--- src/rtl/tx_gearbox.sv ---
// tx_gearbox: transmit-side 66b/64b gearbox.
// Packs {word1, word0, hdr} into 66-bit blocks and emits a continuous 32-bit
// stream, LSB first. A 33-cycle sequence absorbs the rate mismatch. The last
// cycle of each sequence takes no input and flushes the 32-bit residual.
// Ports:
//   i_clk, i_reset       clock, synchronous active-high reset
//   i_tx_data            payload word from the scrambler
//   i_tx_sync_hdr        sync header, used only on the first word of a block
//   i_tx_data_valid      input word valid
//   o_tx_ready           a word is accepted this cycle when high
//   o_tx_data            gearboxed word, bit 0 goes on the wire first
//   o_tx_data_valid      o_tx_data holds a new word
//   o_hdr_err            pulse: an accepted header was 2'b00 or 2'b11
module tx_gearbox #(
  parameter int DATA_WIDTH = 32,
  parameter int HDR_WIDTH  = 2,
  parameter int SEQ_LEN    = 33
) (
  input  logic                  i_clk,
  input  logic                  i_reset,
  input  logic [DATA_WIDTH-1:0] i_tx_data,
  input  logic [HDR_WIDTH-1:0]  i_tx_sync_hdr,
  input  logic                  i_tx_data_valid,
  output logic                  o_tx_ready,
  output logic [DATA_WIDTH-1:0] o_tx_data,
  output logic                  o_tx_data_valid,
  output logic                  o_hdr_err
);
  localparam logic [5:0] LAST = 6'(SEQ_LEN - 1);

  typedef enum logic {FIRST, SECOND} phase_t;

  logic [5:0]              seq_cntr_q, seq_cntr_d;
  logic [DATA_WIDTH-1:0]   resid_q, resid_d;
  logic [5:0]              rcnt_q, rcnt_d;
  phase_t                  phase_q, phase_d;
  logic [DATA_WIDTH-1:0]   data_q, data_d;
  logic                    vld_q, vld_d;
  logic                    err_q, err_d;

  logic                    at_end, accept;
  logic [2*DATA_WIDTH-1:0] app, comb;

  assign o_tx_ready      = (seq_cntr_q != LAST);
  assign o_tx_data       = data_q;
  assign o_tx_data_valid = vld_q;
  assign o_hdr_err       = err_q;

  always_comb begin
    at_end = (seq_cntr_q == LAST);
    accept = o_tx_ready & i_tx_data_valid;
    // First word carries the header below the payload; second word is bare.
    if (phase_q == FIRST)
      app = {{(DATA_WIDTH-HDR_WIDTH){1'b0}}, i_tx_data, i_tx_sync_hdr};
    else
      app = {{DATA_WIDTH{1'b0}}, i_tx_data};
    // Residual never exceeds 32 bits, so appended bits always fit in 64.
    comb = (app << rcnt_q) | {{DATA_WIDTH{1'b0}}, resid_q};

    seq_cntr_d = seq_cntr_q;
    resid_d    = resid_q;
    rcnt_d     = rcnt_q;
    phase_d    = phase_q;
    data_d     = data_q;
    vld_d      = 1'b0;
    err_d      = 1'b0;

    if (at_end) begin
      // Flush cycle: the residual is exactly one full word.
      data_d     = resid_q;
      resid_d    = '0;
      rcnt_d     = '0;
      seq_cntr_d = '0;
      vld_d      = 1'b1;
    end else if (accept) begin
      data_d     = comb[DATA_WIDTH-1:0];
      resid_d    = comb[2*DATA_WIDTH-1:DATA_WIDTH];
      rcnt_d     = rcnt_q + ((phase_q == FIRST) ? 6'(HDR_WIDTH) : 6'd0);
      seq_cntr_d = seq_cntr_q + 6'd1;
      phase_d    = (phase_q == FIRST) ? SECOND : FIRST;
      vld_d      = 1'b1;
      err_d      = (phase_q == FIRST) &&
                   (i_tx_sync_hdr[0] == i_tx_sync_hdr[HDR_WIDTH-1]);
    end
  end

  always_ff @(posedge i_clk) begin
    if (i_reset) begin
      seq_cntr_q <= '0;
      resid_q    <= '0;
      rcnt_q     <= '0;
      phase_q    <= FIRST;
      data_q     <= '0;
      vld_q      <= 1'b0;
      err_q      <= 1'b0;
    end else begin
      seq_cntr_q <= seq_cntr_d;
      resid_q    <= resid_d;
      rcnt_q     <= rcnt_d;
      phase_q    <= phase_d;
      data_q     <= data_d;
      vld_q      <= vld_d;
      err_q      <= err_d;
    end
  end
endmodule

--- config.mk ---
export PLATFORM = sky130hd
export DESIGN_NAME = tx_gearbox
export DESIGN_NICKNAME = d
export VERILOG_FILES = /design/src/rtl/tx_gearbox.sv
export SDC_FILE = /design/constraint.sdc
export NUM_CORES = 1
export LEC_CHECK = 0
export CAP_MARGIN = 10
export CELL_PAD_IN_SITES_DETAIL_PLACEMENT = 2
export CELL_PAD_IN_SITES_GLOBAL_PLACEMENT = 2
export CORE_MARGIN = 10
export CORE_UTILIZATION = 25
export CTS_CLUSTER_DIAMETER = 80
export DETAILED_ROUTE_END_ITERATION = 10
export GPL_TIMING_DRIVEN = 0
export PLACE_DENSITY_LB_ADDON = 0.1
export SLEW_MARGIN = 0
export SYNTH_ARGS = -nofsm -noshare
export SYNTH_HDL_FRONTEND = slang
export SYNTH_SLANG_ARGS = --single-unit
--- constraint.sdc ---
create_clock -name i_clk -period 2.2 [get_ports i_clk]
set_input_delay 0.55 -clock i_clk [delete_from_list [all_inputs] [get_ports i_clk]]
set_output_delay 0.55 -clock i_clk [all_outputs]
set_load 0.02 [all_outputs]
==> results.yml <==
status:
  status: "finished, violations left"
  violations: "negative setup slack"
place:
  place_inst: 1190
  pre_cts_slack_ns: -1.04
  place.gp.congestion: 0.952
  hpwlAfterDp_mm: 28.8
  io_buffers: 69
sta:
  clock.fmax_mhz: 437
  slew_headroom_pct: 41.9
  rsz0062_at_grt: "true"
  worst_pin_slew_ns: 0.872
  fin_crit_ns: 2.29
  finalHoldViolations: 0
  report.final.slew_viol_count: 0
  fin_skew_ns: 0.00800
  finalCritPeriodShare_pct: 104
  fin_ws_ns: -0.0904
  setup_viol: 24
routing:
  viasPerCell: 5.92
  drt-initial-drc-count: 686
  drc_errors: 0
  vias: 7549
  dr.pass1.iters: 5
  wl_per_cell_um: 30.4
  routed_wl_mm: 38.8
  ant_nets: 0
setup_path:
  cp.arrival_ns: 2.52
  cpPeakStageDelay_ns: 0.56
  cp-end-kind: "flop"
  path_class: "flop to flop"
  startpoint_type: "flop"
  worst_path_max_delay_cell: "mux4_2"
  crit_fanout: 7
  cpMostUsedCell: "buf_12"
  worstPathCellList: "buf_6 > buf_12 > mux4_2 > mux2_4 > mux2i_4 > buf_12 > o21ai_1 > a21oi_2 > nor3_2"
  worstPathRequired_ns: 2.43
synth:
  synthAdderAreaFrac_pct: 0.779
  synth_cell_types: 75
  synth.area.mux_share_pct: 23.8
  ys_top_cells_by_count: "89 x nor2_1, 88 x nand2_1, 78 x dfxtp_1"
  syn-instance-count: 791
  synth_compound_area_share_pct: 25.0
  synth-edff-count: 0
  yosys-top-cells-area: "dfxtp_1 24%, mux2i_1 11%, mux2_2 5.4%"
  synth_top_family_by_area: "compound AO/OA/AOI/OAI gates"
  avgSynthCellArea_um2: 8.12
  synth_nets: 832
  synthesis.area_um2: 6420
  synth_top_cell_area_share_pct: 24.3
  async_flop_share_pct: 0
  yosys_register_bits: 78
  synth.largest_area_cell: "dfxtp_1"
  synth_ff_type: "dfxtp_1"
  yosysSeqAreaShare_pct: 24.3
  synth_xor_area_share_pct: 1.48
  synth-simple-area-share_pct: 17.9
  post-synth-top-count-cell: "nor2_1"
  yosys_warnings: 0
final_layout:
  seqCellArea_um2: 1570
  antenna_cells: 0
  multi_input_area_um2: 5680
  final-instance-count-excl-fill: 1276
  area_growth_pct: 56.2
  finalNetCount: 983
  final_layout_size_suffix_gt1_share_pct: 40.9
  n_fill_cell: 2736
global_route:
  track_usage_pct: 22.5
  antenna_found_initial: 0
  grt_first_pass_wirelength_mm: 56.0
  grt_start_max_net_pins: 14
  first_global_vias: 8115
  gr-total-overflow: 0
pwr:
  pwr-share-comb_pct: 46.1
  internal_power_uw: 3740
  power_density_nw_per_um2: 597
  p_total_uw: 5990
  p_leak_uw: 0.00365
  switching_share_pct: 37.6
  vdd_drop_max_uv: 294
  power.switching_uw: 2250
  clockPowerShare_pct: 27.6
  seqPwrFrac_pct: 26.3
min_path:
  hold_path_class: "flop to flop"
floorplan:
  ios: 72
  die_h_um: 180
  dieArea_um2: 32500
  die_width_um: 180
  coreArea_um2: 25300
  start_util_pct: 25.4
  num_rows: 58
run:
  max-cap-violations: 0
clock_network:
  cts_buffers: 9
  clkSinkCount: 78
  root_buffer: "clkbuf_16"
  clkTransAtPathRegs_ns: 0.07
  cts_tree: "built"
  htree_levels: 3
  clkLatencyLatePin_ns: 0.35
  clk_path_buf_depth: 2
final cells by class:
type | count | area share, %
Clock inverter | 6 | 0.873
Timing Repair Buffer | 140 | 13.9
Buffer | 68 | 6.14
Tap cell | 330 | 4.12
Sequential cell | 78 | 15.6
Multi-Input combinational cell | 634 | 56.6
Inverter | 11 | 0.474
Clock buffer | 9 | 2.25
per-stage QoR:
step | TNS, ns | util [%] | area, um^2 | hold slack [ns]
after floorplan | 0 | - | 6420 | 0.430
after global placement | -41.72 | 29.8 | 7520 | 0.447
after detailed placement | -43.12 | 29.8 | 7520 | 0.467
after CTS | -0.897 | 36.0 | 9100 | 0.476
after global routing | -2.91 | 39.7 | 10000 | 0.504
final | -0.960 | 39.7 | 10000 | 0.471
flip-flops by register name, summed over array words and instances (netlist names):
name and flops:
o_hdr_err 1, o_tx_data 32, o_tx_data_valid 1, phase_q 1, rcnt_q 5, resid_q 32, seq_cntr_q 6
logic make-up (layout without fill, tap and decap cells):
family	after synthesis	in the layout
adders and majority gates	4	4
DFF	78	78
AOI/OAI and AO/OA	240	240
buffers and inverters	79	234
and+or+nand+nor	259	259
muxes	121	121
xor gates and xnor gates	10	10
cells in the final DEF, fill, tap and decap left out, types with 18 or more instances in the layout:
cell type and n:
a21oi_1 25, a21oi_2 18, buf_4 56, buf_6 30, clkdlybuf4s50_1 38, dfxtp_1 74, dlygate4sd2_1 27, mux2_4 18
mux2i_1 39, mux2i_4 21, mux4_2 20, nand2_1 76, nor2_1 71, o21ai_0 32, o21ai_1 18
critical path: cells and delay by family, from the launching register on:
family	cells	cell delay [ns]
AOI/OAI and AO/OA	2	0.26
buffers and inverters	3	0.44
DFF	1	0.33
muxes	3	1.06
and+or+nand+nor	1	0.07
what timing repair did:
| action | 4_1_cts | 5_1_grt |
|---|---|---|
| cloned | 4 | 0 |
| resized for setup | 274 | 162 |
| buffers inserted | 38 | 30 |
| pin swaps | 44 | 55 |
| hold buffers | 0 | 0 |
| endpoints found under the setup margin | 79 | 69 |
path summary, 6_finish.rpt:
kind | to | from | slack, ns | depth (start not counted)
worst max-delay path | resid_q[8] | rcnt_q[3] | -0.09 | 9
worst min-delay path | o_tx_data[30] | o_tx_data[30] | 0.47 | 2
worst max register to register | resid_q[8] | rcnt_q[3] | -0.09 | 9
worst min register to register | o_tx_data[30] | o_tx_data[30] | 0.47 | 2
power by group through the flow:
| stage | sequential [uW] | clock, uW | combinational (uW) |
|---|---|---|---|
| 2_1_floorplan | 1670 | 0 | 970 |
| 3_3_place_gp | 1600 | 0 | 1810 |
| 3_5_place_dp | 1600 | 0 | 1830 |
| 4_1_cts | 1570 | 1690 | 2370 |
| 5_1_grt | 1580 | 1730 | 2880 |
| 6_report | 1570 | 1650 | 2760 |
routing by layer:
metal  wire, um  track usage, %  share of wire (%)  up-vias
li1           -               -                  -     3279
met4       1240            7.45                3.2        0
met2      18400            36.4                 48      293
met1      16500            29.5                 43     3902
met3       2590            3.82                6.7       75
met5          0               0                  0        -
No activity file was read; power rests on OpenSTA's default activity.
==> RTL edit 1: new RTL, same settings <==
The parameter `HDR_WIDTH` goes from 2 to 4.
--- a/src/rtl/tx_gearbox.sv
+++ b/src/rtl/tx_gearbox.sv
@@ -15,3 +15,3 @@
   parameter int DATA_WIDTH = 32,
-  parameter int HDR_WIDTH  = 2,
+  parameter int HDR_WIDTH  = 4,
   parameter int SEQ_LEN    = 33
Ports: changed (resized i_tx_sync_hdr); port bits go from 72 to 74. The function was not compared with the original's and may differ.
==> RTL edit 1 against the unedited design <==
- area after synthesis fell by 18%
- hold slack improved by 26 ps
- worst setup slack improved by 130 ps
- total power decreased by 18%
- first-iteration DRC count is 51% lower
- cell area fell by 29%
- sequential cell count is 1 lower
- via count down 24%
- sequential share of layout area is 6.2 points higher
- combinational power fell by 35%
- wire length down 26%
- non-clock buffer count shrank 72
- critical path depth down 3
- critical path type unchanged
- critical endpoint is now resid_q[18]$_SDFFE_PP0P_
- largest cell class unchanged
- largest power group unchanged
==> RTL edit 1: results (changes against the unedited design) <==
Layout
  – Non-clk bufs: 136 (-35%)
  – Multi-input gate count: 493 (-22%)
  – Sequential share of cell area: 0.2180 (+0.06155)
  – Final instance area: 0.007083 mm^2 (-29%)
  – Non-clock buffer share: 0.1685 (-0.03208)
  – ClkCell Share: 0.04063 (+0.009441)
  – Multi-input gate share of total cell area: 0.5179 (-0.04794)
  – Share of cells above drive strength 1: 0.2251 (-0.1840)

Outcome
  – Status: completed

Worst setup path
  – CP max stage delay: 380 ps (-180 ps)
  – Setup crit end: resid_q[18]$_SDFFE_PP0P_
  – Slowest-stage cell, CP: a221oi_1
  – Worst Path Max Fanout: 10 (+3)
  – Flop-to-flop setup slack: 40 ps (+130 ps)
  – Cell family with most CP delay: buffers and inverters

Pwr
  – Logic pwr share: 0.369 (-0.092)
  – Comb. pwr: 1.80 mW (-35%)
  – Clock share of power: 0.311 (+0.035)

Route
  – Via/cell ratio: 5.721 (-3.3%)
  – Initial DRC Count: 339 (-51%)
  – Vias: 5767 (-24%)
  – Routed len/inst: 28.34 um (-6.8%)

Placement
  – Placed Cells: 984 (-17%)
  – Routability congestion estimate: 0.9012 (-5.4%)
  – IO Port Bufs: 73 (+5.8%)
  – DP Worst Slack: -994.7 ps (+41.21 ps)
  – Post-DP Area: 0.006369 mm^2 (-15%)

GRT
  – Largest net degree at the start of global routing: 17 (+3)
  – Total global-route track usage: 0.2079 (-0.01684)
  – First-pass GRT wire length: 41830 um (-25%)
  – Met1 Track Usage GR: 0.2589 (-0.03615)
  – Met3 usage: 0.03396 (-0.004191)

Synthesis
  – Top cells by count, synth: nor2_1 (82), dfxtp_1 (77), mux2i_1 (60)
  – Avg Inst Size Synth: 8.324 um^2 (+2.5%)
  – Synth Area in XOR/XNOR: 0.01324 (-0.001573)
  – Synth cell types: 65 (-13%)
  – Compound-Gate Fraction of Synth Area: 0.2465 (-0.003681)
  – Syn nets: 679 (-18%)
  – Post-synthesis sequential area ratio: 0.2912 (+0.04800)
  – Mux share of post-synthesis cell area: 0.2078 (-0.03017)
  – Post-Synth Adder-Cell Area: 0.009454 (+0.001660)
  – Synth top area cells: dfxtp_1 (29%), mux2i_1 (11%), nor2_1 (5.8%)

Timing
  – Skew final: 11.83 ps (+3.830 ps)
  – Slew @ Worst Pin: 775.8 ps (-96.23 ps)
  – Worst hold slack: 497.5 ps (+26.41 ps)
  – Fmax: 462.2 MHz (+5.9%)

Hold path
  – Worst Hold Path EP: o_tx_data[20]$_SDFFE_PP0P_

Floorplan
  – Row cnt: 53 (-8.6%)

CTS
  – Clk sinks: 77 (-1.3%)
## RTL edit 1: cell count changes after synthesis, sizes merged, moves of 12 or more
cell   before  now
nand2      90   28
buf        43   31
mux4       20    8
o21ai      66   48
nor3       21   46
nand3      18    6
## RTL edit 1: repair_timing
action,in CTS,in global routing
cloned,0,1
endpoints found under the setup margin,69,56
buffers inserted,3,5
pin swaps,3,2
gates resized for setup,51,72
hold endpoints to repair,0,0
## RTL edit 1: logic make-up (layout without fill, tap and decap cells)
logic type | count (synthesis) | count (layout)
XOR/XNOR | 8 | 8
buffers and inverters | 66 | 163
multiplexers | 95 | 95
AND/OR/NAND/NOR | 191 | 191
AO/OA/AOI/OAI | 195 | 195
flip-flops | 77 | 77
adder cells (fa/ha/maj) | 4 | 4
## RTL edit 1: layer usage
layer  share of wire  wire, um
met1            0.44     12500
met2            0.49     13990
met3           0.042      1207
met4           0.030       858
met5               0         0
==> RTL edit 2: new RTL, config.mk and constraints unchanged <==
Made on the original files. Make the reset (`i_reset`) asynchronous in one clocked block. Comments in the files are not updated.
--- a/src/rtl/tx_gearbox.sv
+++ b/src/rtl/tx_gearbox.sv
@@ -86,3 +86,3 @@
 
-  always_ff @(posedge i_clk) begin
+  always_ff @(posedge i_clk or posedge i_reset) begin
     if (i_reset) begin
Check against the original RTL: differs if i_reset is asserted again (counterexample within 4 cycles, from zero or initial values and one cycle with i_reset high); with i_reset held inactive, the same outputs for 10 cycles.
==> RTL edit 2 against the unedited design <==
- the flow still finishes with violations (setup timing)
- fmax is 4.2% lower
- global-route usage is 1.4 points lower
- via count is 10% lower
- cell area is 4.0% lower
- sequential cell count stayed put
- clock skew is 2.7 ps lower
- area after synthesis is 4.5% lower
- worst setup slack worse by 100 ps
- wire length is 12% lower
Power is left out: it rests on default switching activity, and per cell area and clock period it moved more than threefold.
==> RTL edit 2: results (changes against the unedited design) <==
GRT
  – First-pass GRT wire length: 49520 um (-12%)
  – Met3 usage: 0.03204 (-0.006115)
  – GRT met2 Usage: 0.3618 (-0.002514)

Timing
  – Setup ws final: -189.9 ps (-99.53 ps)
  – Setup TNS: -3593 ps (-2633 ps)
  – Final setup vio count: 38 (+58%)
  – Worst hold slack: 475.8 ps (+4.678 ps)

Route
  – Met1 WL: 14590 um (-12%)
  – Met2 WL post-DR: 17130 um (-7.2%)
  – Routed len/inst: 29.49 um (-3.0%)

Synthesis
  – Post-synthesis sequential area ratio: 0.3184 (+0.07525)
  – Synth Flop Type: dfrtp_1
  – Synth cell types: 74 (-1.3%)
  – Synth top area cells: dfrtp_1 (32%), mux2i_1 (13%), mux4_2 (6.2%)

Placement
  – DP Worst Slack: -1312 ps (-276.3 ps)
  – Post-DP Area: 0.007289 mm^2 (-3.1%)
  – IO Port Bufs: 71 (+2.9%)

Worst setup path
  – R2R depth: 11 (+2)
  – Arrival @ worst endpoint: 2610 ps (+90 ps)
  – Setup crit end: resid_q[30]$_DFFE_PP0P_
  – Crit path launch: i_tx_data[2]

Layout
  – Share of cells above drive strength 1: 0.4128 (+0.003665)
  – Nets: 867 (-12%)
  – Fillers: 2557 (-6.5%)

Outcome
  – Status: complete, but fails checks
  – Failing checks: setup timing
-- RTL edit 2: cells by family (layout without fill, tap and decap cells) --
group | Yosys count | count (layout) | synth area share
AND/OR/NAND/NOR | 209 | 209 | 0.1549
buffers and inverters | 67 | 221 | 0.05328
AO/OA/AOI/OAI | 194 | 194 | 0.2237
XOR/XNOR | 10 | 10 | 0.01429
adder cells (fa/ha/maj) | 4 | 4 | 0.008165
flip-flops | 78 | 78 | 0.3184
multiplexers | 115 | 115 | 0.2272
-- RTL edit 2: final cells by class --
class	count	area, um^2	area share
Clock inverter	7	142.6	0.01481
Inverter	12	62.56	0.006498
Clock buffer	9	225.2	0.02339
Multi-Input combinational cell	532	4974	0.5166
Buffer	54	508.0	0.05276
Timing Repair Buffer	139	1358	0.1410
Tap cell	324	405.4	0.04211
Sequential cell	78	1953	0.2029
-- RTL edit 2: critical path, delay by kind of cell --
family,cells,cell delay (ps)
multiplexers,3,900
buffers and inverters,1,540
AO/OA/AOI/OAI,3,630
